### src/rtl/hamming_pack.sv
// Shared types and constants for the SECDED Hamming(16,11) decoder slice.
package hamming_pack;

    localparam int unsigned CW_W   = 16;
    localparam int unsigned DATA_W = 11;

    typedef enum logic [1:0] {
        ERR_NONE = 2'b00,
        ERR_CORR = 2'b01,
        ERR_DBL  = 2'b10
    } err_t;

    typedef enum logic [1:0] {
        ST_FIRST,
        ST_SECOND,
        ST_CALC,
        ST_OUT
    } dec_state_t;

    // Codeword positions of b1..b11; the remaining positions hold parity.
    localparam int unsigned DATA_POS [DATA_W] = '{3, 5, 6, 7, 9, 10, 11, 12, 13, 14, 15};

    function automatic logic [DATA_W-1:0] extract_data(input logic [CW_W-1:0] cw);
        logic [DATA_W-1:0] d;
        d = '0;
        for (int unsigned k = 0; k < DATA_W; k++) begin
            d[k] = cw[DATA_POS[k]];
        end
        return d;
    endfunction

endpackage

### src/rtl/ham_syndrome.sv
// Combinational Hamming(16,11) syndrome, overall parity and single-bit fix.
module ham_syndrome
    import hamming_pack::*;
(
    input  logic [CW_W-1:0] cw,
    output logic [3:0]      syn,
    output logic            par,
    output logic [CW_W-1:0] fixed
);

    always_comb begin
        syn = '0;
        for (int unsigned i = 1; i < CW_W; i++) begin
            if (cw[i]) begin
                syn = syn ^ i[3:0];
            end
        end
        par   = ^cw;
        fixed = cw ^ (CW_W'(1) << syn);
    end

endmodule

### src/rtl/ham_dec.sv
// Byte-stream SECDED Hamming(16,11) decoder with valid/ready on both sides.
// Optional saturating error counters under HAM_DEC_STATS_EN.
module ham_dec
    import hamming_pack::*;
#(
    parameter bit LO_FIRST = 1'b1
`ifdef HAM_DEC_STATS_EN
    , parameter int unsigned STAT_W = 16
`endif
) (
    input  logic              clk,
    input  logic              rst_n,
    input  logic              sync,
    input  logic              in_valid,
    output logic              in_ready,
    input  logic [7:0]        in_byte,
    output logic              out_valid,
    input  logic              out_ready,
    output logic [DATA_W-1:0] out_data,
    output logic [1:0]        out_err,
    output logic [3:0]        out_pos
`ifdef HAM_DEC_STATS_EN
    , input  logic              stat_clr,
    output logic [STAT_W-1:0] cnt_corr,
    output logic [STAT_W-1:0] cnt_uncorr
`endif
);

    dec_state_t        state, state_d;
    logic [7:0]        first_q, second_q;
    logic              ready_q, valid_q;
    logic              in_hs, out_hs;
    logic              take_first, take_second, clr_bytes, load_out;
    logic [CW_W-1:0]   cw, fixed;
    logic [3:0]        syn;
    logic              par;
    err_t              res_err;
    logic [DATA_W-1:0] res_data;
    logic              unused_par;

    assign in_hs     = in_valid & ready_q;
    assign out_hs    = valid_q & out_ready;
    assign in_ready  = ready_q;
    assign out_valid = valid_q;

    assign cw = LO_FIRST ? {second_q, first_q} : {first_q, second_q};

    ham_syndrome u_syn (
        .cw    (cw),
        .syn   (syn),
        .par   (par),
        .fixed (fixed)
    );

    assign unused_par = ^{fixed[0], fixed[1], fixed[2], fixed[4], fixed[8]};

    always_comb begin
        res_err  = ERR_NONE;
        res_data = extract_data(cw);
        if (par) begin
            res_err  = ERR_CORR;
            res_data = extract_data(fixed);
        end else if (syn != '0) begin
            res_err = ERR_DBL;
        end
    end

    always_ff @(posedge clk or negedge rst_n) begin
        if (!rst_n) begin
            state   <= ST_FIRST;
            ready_q <= 1'b0;
            valid_q <= 1'b0;
        end else begin
            state   <= state_d;
            ready_q <= (state_d == ST_FIRST) || (state_d == ST_SECOND);
            valid_q <= (state_d == ST_OUT);
        end
    end

    // sync outranks a simultaneous byte handshake while collecting bytes.
    always_comb begin
        state_d     = state;
        take_first  = 1'b0;
        take_second = 1'b0;
        clr_bytes   = 1'b0;
        load_out    = 1'b0;
        case (state)
            ST_FIRST: begin
                if (sync) begin
                    clr_bytes = 1'b1;
                end else if (in_hs) begin
                    take_first = 1'b1;
                    state_d    = ST_SECOND;
                end
            end
            ST_SECOND: begin
                if (sync) begin
                    clr_bytes = 1'b1;
                    state_d   = ST_FIRST;
                end else if (in_hs) begin
                    take_second = 1'b1;
                    state_d     = ST_CALC;
                end
            end
            ST_CALC: begin
                load_out = 1'b1;
                state_d  = ST_OUT;
            end
            ST_OUT: begin
                if (out_hs) begin
                    state_d = ST_FIRST;
                end
            end
            default: state_d = ST_FIRST;
        endcase
    end

    always_ff @(posedge clk or negedge rst_n) begin
        if (!rst_n) begin
            first_q  <= '0;
            second_q <= '0;
        end else if (clr_bytes) begin
            first_q  <= '0;
            second_q <= '0;
        end else begin
            if (take_first) begin
                first_q <= in_byte;
            end
            if (take_second) begin
                second_q <= in_byte;
            end
        end
    end

    always_ff @(posedge clk or negedge rst_n) begin
        if (!rst_n) begin
            out_data <= '0;
            out_err  <= ERR_NONE;
            out_pos  <= '0;
        end else if (load_out) begin
            out_data <= res_data;
            out_err  <= res_err;
            out_pos  <= syn;
        end
    end

`ifdef HAM_DEC_STATS_EN
    always_ff @(posedge clk or negedge rst_n) begin
        if (!rst_n) begin
            cnt_corr   <= '0;
            cnt_uncorr <= '0;
        end else if (stat_clr) begin
            cnt_corr   <= '0;
            cnt_uncorr <= '0;
        end else if (out_hs) begin
            if ((out_err == ERR_CORR) && (cnt_corr != '1)) begin
                cnt_corr <= cnt_corr + STAT_W'(1);
            end
            if ((out_err == ERR_DBL) && (cnt_uncorr != '1)) begin
                cnt_uncorr <= cnt_uncorr + STAT_W'(1);
            end
        end
    end
`endif

endmodule

### config.mk
export PLATFORM = sky130hd
export DESIGN_NAME = ham_dec
export DESIGN_NICKNAME = d
export VERILOG_FILES = /design/src/rtl/hamming_pack.sv /design/src/rtl/ham_syndrome.sv /design/src/rtl/ham_dec.sv
export SDC_FILE = /design/constraint.sdc
export NUM_CORES = 1
export LEC_CHECK = 0
export ABC_AREA = 1
export CORE_AREA = 2 2 84 86
export CTS_CLUSTER_SIZE = 20
export DETAILED_ROUTE_END_ITERATION = 6
export DIE_AREA = 0 0 86 88
export PLACE_DENSITY_LB_ADDON = 0.12
export SYNTH_ARGS = -nofsm -noshare
export SYNTH_HDL_FRONTEND = slang
export SYNTH_SLANG_ARGS = --single-unit
### constraint.sdc
create_clock -name clk -period 2.6 [get_ports clk]
set_clock_uncertainty 0.05 [all_clocks]
set_input_delay 0.52 -clock clk [delete_from_list [all_inputs] [get_ports clk]]
set_output_delay 0.52 -clock clk [all_outputs]
set_load 0.1 [all_outputs]
==> results by group, run 1 <==
Setup path
  – Top cell by count, worst path: nand2_1
  – Worst setup path end: out_data[1]
  – Worst R2R End: out_data[1]
  – CP Class: reg -> reg
  – Worst Path Arrival: 1930 ps
  – CP max stage cell: dfrtp_1
  – Critical path endpoint category: register
  – Flop2flop setup slack: 800 ps
  – Crit path from: first_q[3]
  – Worst endpoint required time: 2730 ps
  – Maximum fanout along the worst path: 6
  – Worst r2r src: first_q[3]
  – Worst-case reg-to-reg path depth: 14
  – CP Cell Sequence: inv_2, nand2_1, nand2_1, nand2_1, nand2_1, nand2_1, nand2_1, nand2_2, nand2_4, inv_2, nor2_4, nand3_1, nand3_1, nand2_1
  – CP Launch Type: register
  – Max stage delay on crit path: 450 ps

Timing
  – Slew Viols, Final: 0
  – Slew Limit Headroom: 44.6%
  – Least-Margin Pin Slew: 831 ps
  – Minimum clock period: 1800 ps
  – Period utilisation layout: 69.4%
  – Final hold viol count: 0
  – Setup TNS: 0 ps
  – Unrepaired setup endpoints after global routing: false
  – Finish-stage setup viols: 0
  – Fmax: 554 MHz

Detailed routing
  – Vias post-DR: 2013
  – Routed WL: 5.23 mm
  – Initial DRC count: 84
  – # DRC: 0
  – First-pass DRT Iterations: 4
  – WL/cell: 11.9 microns
  – Via-to-Cell Ratio: 4.56
  – Post-DRT Antenna Nets: 0

Clock tree
  – Hold_buf cts: 0
  – Clock transition at path regs: 70 ps
  – H-tree depth: 2
  – Resize count post-CTS: 0
  – Setup Buffers After CTS: 0
  – CTS tree: done
  – Clk sinks: 37
  – CTS max path bufs: 2
  – Clk Latency, worst-skew pair: 280 ps
  – CTS Root Cell: clkbuf_8
  – CTS buffer count: 5

Yosys
  – Yosys top cell area share: 40.6%
  – Largest cells by area after synthesis: dfrtp_1 41%, nand2_1 22%, nand3_1 6.6%, inv_1 5.1%, o21ai_0 4.6%
  – Biggest area consumer among synthesized cells: dfrtp_1
  – Post-Syn Area: 2280 sq um
  – Net count after synthesis: 337
  – Avg Cell Area, Syn: 7.04 sq um
  – Synth warn: 0
  – Cell variety after synth: 20
  – Post-synthesis sequential area ratio: 40.6%
  – Post-Synthesis Cells: 324
  – Synth Register Bits: 37

Layout
  – Layout Nets: 373
  – Layout cell share with drive strength beyond 1: 19.9%
  – # diodes: 0
  – Final Non-Filler Cells: 441
  – Area grow syn2layout: 20.8%

Die
  – Die Width: 86 microns
  – Core area: 6640 sq um
  – Boundary Pins: 32
  – Die Height: 88 microns
  – Row Count: 30
  – Initial Util: 34.3%
  – Total die area: 7570 sq um

Global routing
  – Vias in the first global route: 1808
  – Antenna violations before repair: 0
  – Total grt overflow: 0
  – Total GRT Usage: 15.1%
  – Largest net degree at the start of global routing: 38
  – First-pass GRT wire length: 8.96 mm

Placement
  – Placed Cells: 433
  – Gpl congestion: 0.797
  – HPWL after DPL: 4.12 mm
  – IO Port Bufs: 31

Outcome
  – Status: complete, no violations

Run
  – Max-cap violations: 0

Worst hold path
  – Hold WC Path Type: in -> async
## cells in the final DEF, fill, tap and decap left out
cell | synthesis | final
buf_4 | 0 | 22
nand3_2 | 1 | 1
a21oi_4 | 1 | 1
clkbuf_8 | 0 | 6
buf_2 | 3 | 1
nor2_1 | 14 | 14
inv_2 | 11 | 11
nor2_4 | 7 | 7
inv_1 | 31 | 31
clkdlybuf4s50_1 | 0 | 11
o21ai_0 | 21 | 21
nand3_1 | 30 | 30
nand2_2 | 14 | 14
mux2_2 | 1 | 1
bufinv_16 | 0 | 1
xor2_1 | 4 | 4
xnor2_1 | 4 | 4
o21ai_1 | 2 | 2
dfrtp_1 | 37 | 37
inv_4 | 1 | 1
nand2_4 | 6 | 6
nand2_1 | 132 | 132
nand4_1 | 2 | 2
clkbuf_1 | 2 | 1
## layer usage
layer  vias to the layer above  global-route usage, %  part of all wire (%)
li1                       1069                      -                     -
met1                       898                   21.1                    51
met2                        43                   23.6                    44
met3                         3                   3.02                   4.0
met4                         0                   4.33                  0.40
met5                         -                      0                     0
## worst min path at each step
stage          depth (start not counted)     endpoint   startpoint
2_1_floorplan                          0   first_q[0]        rst_n
3_3_place_gp                           2  out_data[3]  out_data[3]
3_5_place_dp                           2   out_err[1]   out_err[1]
4_1_cts                                1   out_err[0]        rst_n
5_1_grt                                1   out_err[0]        rst_n
6_report                               1   out_err[0]        rst_n
## cell usage after synthesis
master	number
mux2_2	1
inv_1	31
nand2_4	6
o21ai_0	21
buf_2	3
nand2_2	14
nor2_1	14
nand3_2	1
nand3_1	30
inv_4	1
a21oi_4	1
xor2_1	4
dfrtp_1	37
clkbuf_1	2
o21ai_1	2
xnor2_1	4
nor2_4	7
nand4_1	2
inv_2	11
nand2_1	132
## flip-flops by register name, indices dropped and copies added (netlist names)
| signal | cells |
|---|---|
| out_valid | 1 |
| in_ready | 1 |
| out_data | 11 |
| out_pos | 4 |
| state | 2 |
| first_q | 8 |
| out_err | 2 |
| second_q | 8 |
## metrics by stage
stage	utilization (%)	setup slack, ps	hold slack, ps	area [sq um]
2_1_floorplan	-	719	174	2280
3_3_place_gp	39.7	650	418	2640
3_5_place_dp	39.7	617	418	2640
4_1_cts	41.5	778	321	2750
5_1_grt	41.5	602	353	2750
6_report	41.5	796	275	2750
## worst max-delay path: cells and delay by family, from the launching register on
kind	cells	cell delay (ps)
buffers and inverters	2	190
and+or+nand+nor	12	990
DFF	1	450
## logic make-up after synthesis
logic type / Yosys count / share of synthesized area [%]
muxes: 1 / 0.494
DFF: 37 / 40.6
AOI/OAI and AO/OA: 24 / 5.76
and+or+nand+nor: 206 / 41.9
xor gates and xnor gates: 8 / 3.07
buffers and inverters: 48 / 8.18
## cell type report
type / count / area, sq um
Fill cell: 724 / 3890
Multi-Input combinational cell: 239 / 1170
Sequential cell: 37 / 926
Timing Repair Buffer: 34 / 280
Inverter: 43 / 164
Tap cell: 80 / 100
Clock buffer: 7 / 86.3
Clock inverter: 1 / 30.0
Power of run 1 is not shown: default switching activity piles up to over one toggle a cycle in this logic, so the estimate is an artifact.
==> inputs of run 2 (changes only) <==
==> constraint.sdc (replaced) <==
create_clock -name clk -period 1.66 [get_ports clk]
set_clock_uncertainty 0.05 [all_clocks]
set_input_delay 0.332 -clock clk [delete_from_list [all_inputs] [get_ports clk]]
set_output_delay 0.332 -clock clk [all_outputs]
set_load 0.1 [all_outputs]
==> run 2 against run 1 <==
Net effect:
- critical path depth is 4 lower
- clock-buffer cell count unchanged
- maximum frequency up 1.6%
- core utilization is 12 points higher
- largest cell class unchanged
- non-clock buffer count is 51 higher
- critical path type unchanged
- global-route usage rose by 0.47 points
- the flow now finishes with violations (negative setup slack)
- register-to-register slack got worse by 910 ps
- die area unchanged
- cell area grew 28%
- final cell count is 12% higher
- worst setup slack lost 910 ps
==> results by group, run 2 (synthesis results as in run 1) <==
Clock tree
  – Hold_buf cts: 0 (unchanged)
  – Clock transition at path regs: 70 ps (about the same)
  – CTS tree: done (unchanged)
  – Clk Latency, worst-skew pair: 290 ps (was 280 ps)
  – CTS Root Cell: clkbuf_8 (unchanged)
  – Clk sinks: 37 (unchanged)
  – CTS buffer count: 5 (unchanged)
  – CTS max path bufs: 2 (unchanged)
  – H-tree depth: 2 (unchanged)

Layout
  – Area grow syn2layout: 54.7% (was 20.8%)
  – Fin util: 53.1% (was 41.5%)
  – Commonest non-fill, non-tap cell in the layout: nand2_1 (unchanged)
  – Layout cell share with drive strength beyond 1: 38.8% (was 19.9%)
  – Most flop-heavy register: out_data (unchanged)
  – Layout Nets: 424 (was 373)
  – Post-route cell area: 3530 sq um (was 2750 sq um)
  – Most frequent cells in the layout: 117 x nand2_1, 51 x buf_4, 31 x dfrtp_1 (was 132 x nand2_1, 37 x dfrtp_1, 31 x inv_1)
  – Max FFs per register: 11 (unchanged)
  – Final Non-Filler Cells: 492 (was 441)
  – # diodes: 0 (unchanged)
  – Regs by FF count: out_data (11), first_q (8), second_q (8) (unchanged)

Die
  – Total die area: 7570 sq um (unchanged)
  – Row Count: 30 (unchanged)
  – Initial Util: 34.3% (unchanged)
  – Die Width: 86 microns (unchanged)
  – Core area: 6640 sq um (unchanged)
  – Die Height: 88 microns (unchanged)
  – Boundary Pins: 32 (unchanged)

Setup path
  – CP Launch Type: register (unchanged)
  – Worst endpoint required time: 1790 ps (was 2730 ps)
  – CP Class: reg -> reg (unchanged)
  – Maximum fanout along the worst path: 7 (was 6)
  – Critical path endpoint category: register (unchanged)
  – Worst Path Arrival: 1910 ps (was 1930 ps)
  – Flop2flop setup slack: -120 ps (was 800 ps)

Timing
  – Minimum clock period: 1780 ps (was 1800 ps)
  – Finish-stage setup viols: 12 (was 0)
  – Least-Margin Pin Slew: 622 ps (was 831 ps)
  – Period utilisation layout: 107% (was 69.4%)
  – Setup TNS: -786 ps (was 0 ps)
  – Slew Viols, Final: 0 (unchanged)
  – Final hold viol count: 0 (unchanged)
  – Unrepaired setup endpoints after global routing: true (was false)
  – Final setup margin: -115 ps (was 796 ps)
  – Slew Limit Headroom: 58.5% (was 44.6%)
  – Fmax: 563 MHz (was 554 MHz)

Global routing
  – First-pass GRT wire length: 9.35 mm (was 8.96 mm)
  – Total grt overflow: 0 (unchanged)
  – Vias in the first global route: 2050 (was 1808)
  – Largest net degree at the start of global routing: 38 (unchanged)
  – Total GRT Usage: 15.5% (was 15.1%)
  – Antenna violations before repair: 0 (unchanged)

Outcome
  – Status: finished with violations (was complete, no violations)
  – Failing checks: negative setup slack

Detailed routing
  – Via-to-Cell Ratio: 4.43 (was 4.56)
  – Post-DRT Antenna Nets: 0 (unchanged)
  – WL/cell: 11.4 microns (was 11.9 microns)
  – Initial DRC count: 65 (was 84)
  – Routed WL: 5.59 mm (was 5.23 mm)
  – Vias post-DR: 2179 (was 2013)
  – # DRC: 0 (unchanged)
  – First-pass DRT Iterations: 4 (unchanged)

Placement
  – IO Port Bufs: 31 (unchanged)
  – HPWL after DPL: 4.17 mm (was 4.12 mm)
  – Placed Cells: 464 (was 433)
  – Gpl congestion: 0.796 (was 0.797)
  – Post-Place Cell Area: 3110 sq um (was 2640 sq um)

Worst hold path
  – Hold WC Path Type: in -> async (unchanged)

Run
  – Max-cap violations: 0 (unchanged)
-- run 2: path summary, 6_finish.rpt --
path,from,end,cells past startpoint
max in group asynchronous,rst_n,second_q[4],2
max,second_q[1],out_data[0],10
min in group clk,out_data[2],out_data[2],2
max reg2reg,second_q[1],out_data[0],10
min,rst_n,out_err[0],2
min reg2reg,out_data[2],out_data[2],2
-- run 2: metal layers --
metal / part of all wire [%] / GRT usage (%) / wire, microns
met1: 47 / 19.7 / 2650
met2: 49 / 27.7 / 2750
met3: 2.6 / 2.54 / 143
met4: 0.86 / 3.46 / 48
met5: 0 / 0 / 0
-- run 2: worst max-delay path, stage by stage, from the launching register on --
cell and delay, ps:
dfrtp_1 480, xor2_1 250, nand2_1 70, nand2_1 120
nand2_2 80, nand2_4 140, nand3_1 110, nor2_1 140
nand2_1 80, nand3_1 90, nand2_1 50
-- run 2: metrics by stage --
step	setup slack (ps)	hold slack (ps)
after floorplan	58.8	-13.6
after global placement	-172	363
after detailed placement	-158	363
after CTS	-109	51.3
after global routing	-234	70.8
final	-115	37.8
-- run 2: final cells by class --
cell class	instances	area (sq um)
Sequential cell	37	933
Inverter	43	166
Clock buffer	7	96.3
Tap cell	80	100
Timing Repair Buffer	85	912
Clock inverter	1	5.00
Fill cell	630	3120
Multi-Input combinational cell	239	1310
-- run 2: timing repair --
action                                  4_1_cts  5_1_grt
buffers inserted                              8       12
pin swaps                                    21       20
endpoints found under the setup margin       13       15
resized for setup                            24       22
Power of run 2 is left out for the same reason.
==> inputs of run 3 (changes only) <==
--- a/config.mk
+++ b/config.mk
@@ -6,10 +6,10 @@
 export NUM_CORES = 1
 export LEC_CHECK = 0
 export ABC_AREA = 1
-export CORE_AREA = 2 2 84 86
+export CORE_AREA = 2 2 85 87
 export CTS_CLUSTER_SIZE = 20
 export DETAILED_ROUTE_END_ITERATION = 6
-export DIE_AREA = 0 0 86 88
+export DIE_AREA = 0 0 87 89
 export PLACE_DENSITY_LB_ADDON = 0.12
 export SYNTH_ARGS = -nofsm -noshare
 export SYNTH_HDL_FRONTEND = slang
==> run 3 against run 2 <==
Net effect:
- the run still ends with negative setup slack left
- critical path depth is the same
- core utilization shrank 1.4 points
- cell area shrank 1.5%
- die area grew 2.3%
- first-iteration DRC count grew 26%
- maximum frequency grew 1.1%
- global-route usage shrank 0.52 points
- non-clock buffer count grew 2
- final cell count grew 0.41%
- clock-buffer cell count shrank 1
- sequential cell count is the same
- wire length shrank 1.7%
==> results by group, run 3 (synthesis results as in run 1) <==
Detailed routing
  – Routed WL: 5.49 mm (was 5.59 mm)
  – # DRC: 0 (unchanged)
  – WL/cell: 11.1 microns (was 11.4 microns)
  – Vias post-DR: 2165 (was 2179)
  – Initial DRC count: 82 (was 65)
  – Post-DRT Antenna Nets: 0 (unchanged)
  – First-pass DRT Iterations: 4 (unchanged)
  – Via-to-Cell Ratio: 4.38 (was 4.43)

Global routing
  – Total grt overflow: 0 (unchanged)
  – Antenna violations before repair: 0 (unchanged)
  – Total GRT Usage: 15.0% (was 15.5%)
  – First-pass GRT wire length: 8.99 mm (was 9.35 mm)
  – Vias in the first global route: 1966 (was 2050)
  – Largest net degree at the start of global routing: 38 (unchanged)

Clock tree
  – Clk sinks: 37 (unchanged)
  – CTS tree: done (unchanged)
  – H-tree depth: 2 (unchanged)
  – Clock transition at path regs: 80 ps (was 70 ps)
  – CTS buffer count: 5 (unchanged)
  – CTS max path bufs: 2 (unchanged)
  – CTS Root Cell: clkbuf_8 (unchanged)
  – Clk Latency, worst-skew pair: 290 ps (about the same)

Layout
  – Regs by FF count: out_data (11), first_q (8), second_q (8) (unchanged)
  – Area occupied by multi-input gates: 1250 sq um (was 1310 sq um)
  – Max FFs per register: 11 (unchanged)
  – Filler cells: 662 (was 630)
  – Fin util: 51.7% (was 53.1%)
  – Commonest non-fill, non-tap cell in the layout: nand2_1 (unchanged)
  – Area grow syn2layout: 52.5% (was 54.7%)
  – Most flop-heavy register: out_data (unchanged)
  – Sequential cell area: 932 sq um (was 933 sq um)
  – Layout cell share with drive strength beyond 1: 37.0% (was 38.8%)
  – Most frequent cells in the layout: 123 x nand2_1, 52 x buf_4, 32 x dfrtp_1 (was 117 x nand2_1, 51 x buf_4, 31 x dfrtp_1)
  – # diodes: 0 (unchanged)
  – Layout Nets: 426 (was 424)

Timing
  – Fmax: 569 MHz (was 563 MHz)
  – Final setup margin: -96.6 ps (was -115 ps)
  – Period utilisation layout: 106% (was 107%)
  – Minimum clock period: 1760 ps (was 1780 ps)
  – Final hold viol count: 0 (unchanged)
  – Unrepaired setup endpoints after global routing: true (unchanged)
  – Least-Margin Pin Slew: 591 ps (was 622 ps)
  – Slew Limit Headroom: 60.6% (was 58.5%)
  – Hold WS: 30.6 ps (was 37.8 ps)
  – Setup TNS: -677 ps (was -786 ps)
  – Slew Viols, Final: 0 (unchanged)
  – Finish-stage setup viols: 12 (unchanged)

Setup path
  – CP Cell Sequence: xor2_2, nand2_1, nand2_2, nand2_1, nand2_4, nand2_2, nor2_4, nand3_1, nand3_1, nand2_1 (was xor2_1, nand2_1, nand2_1, nand2_2, nand2_4, nand3_1, nor2_1, nand2_1, nand3_1, nand2_1)
  – Maximum fanout along the worst path: 6 (was 7)
  – CP Class: reg -> reg (unchanged)
  – Critical path endpoint category: register (unchanged)
  – Worst Path Arrival: 1890 ps (was 1910 ps)
  – Max stage delay on crit path: 470 ps (was 480 ps)
  – CP max stage cell: dfrtp_2 (was dfrtp_1)
  – Top cell by count, worst path: nand2_1 (unchanged)
  – Worst endpoint required time: 1790 ps (about the same)
  – CP Launch Type: register (unchanged)

Die
  – Initial Util: 33.9% (was 34.3%)
  – Die Height: 89 microns (was 88 microns)
  – Core area: 6720 sq um (was 6640 sq um)
  – Die Width: 87 microns (was 86 microns)
  – Row Count: 30 (unchanged)
  – Total die area: 7740 sq um (was 7570 sq um)
  – Boundary Pins: 32 (unchanged)

Outcome
  – Failing checks: negative setup slack (unchanged)
  – Status: finished with violations (unchanged)

Placement
  – Gpl congestion: 0.812 (was 0.796)
  – HPWL after DPL: 4.22 mm (was 4.17 mm)
  – Place WS: -85.7 ps (was -158 ps)
  – IO Port Bufs: 31 (unchanged)

Run
  – Max-cap violations: 0 (unchanged)

Worst hold path
  – Hold WC Path Type: in -> async (unchanged)
run 3: path summary, 6_finish.rpt:
path                            slack [ps]    startpoint  cells after the start      endpoint
worst max-delay path                  -100   second_q[3]                     10   out_data[6]
worst min-delay path                    30         rst_n                      2    out_err[0]
worst max register to register        -100   second_q[3]                     10   out_data[6]
worst min register to register         480  out_data[10]                      2  out_data[10]
max in group asynchronous             1170         rst_n                      2   second_q[5]
min in group clk                       480  out_data[10]                      2  out_data[10]
run 3: layout make-up:
| type | instances | share of cell area [%] |
|---|---|---|
| clock buffer | 6 | 2.09 |
| clock inverter | 2 | 0.288 |
| inverter | 43 | 4.79 |
| multi-input combinational | 239 | 36.1 |
| sequential | 37 | 26.8 |
| tap | 80 | 2.88 |
| timing repair buffer | 87 | 27.0 |
run 3: worst max-delay path: cells and delay by family (launching register included):
| kind | cells | cell delay [ps] |
|---|---|---|
| xor gates and xnor gates | 1 | 260 |
| DFF | 1 | 470 |
| and+or+nand+nor | 9 | 870 |
run 3: per-stage QoR:
| stage | cells | cell area [sq um] |
|---|---|---|
| 2_1_floorplan | 324 | 2280 |
| 3_5_place_dp | 471 | 3170 |
| 4_1_cts | 491 | 3420 |
| 5_1_grt | 494 | 3480 |
| 6_report | 494 | 3480 |
| 3_3_place_gp | 471 | 3170 |
run 3: repair_timing:
item / in CTS / in global routing
pin swaps: 11 / 6
setup buffers: 12 / 3
setup endpoints to repair: 13 / 16
hold buffers: 0 / 0
gates resized for setup: 19 / 13
run 3: metal layers:
metal | share of wire (%) | GRT usage (%) | wire (microns) | vias to the layer above
met4 | 1.8 | 5.54 | 98 | 0
met5 | 0 | 0 | 0 | -
met3 | 3.0 | 2.95 | 165 | 11
met2 | 45 | 25.0 | 2490 | 40
met1 | 50 | 19.4 | 2740 | 946
li1 | - | - | - | 1168
Power of run 3 is left out for the same reason.
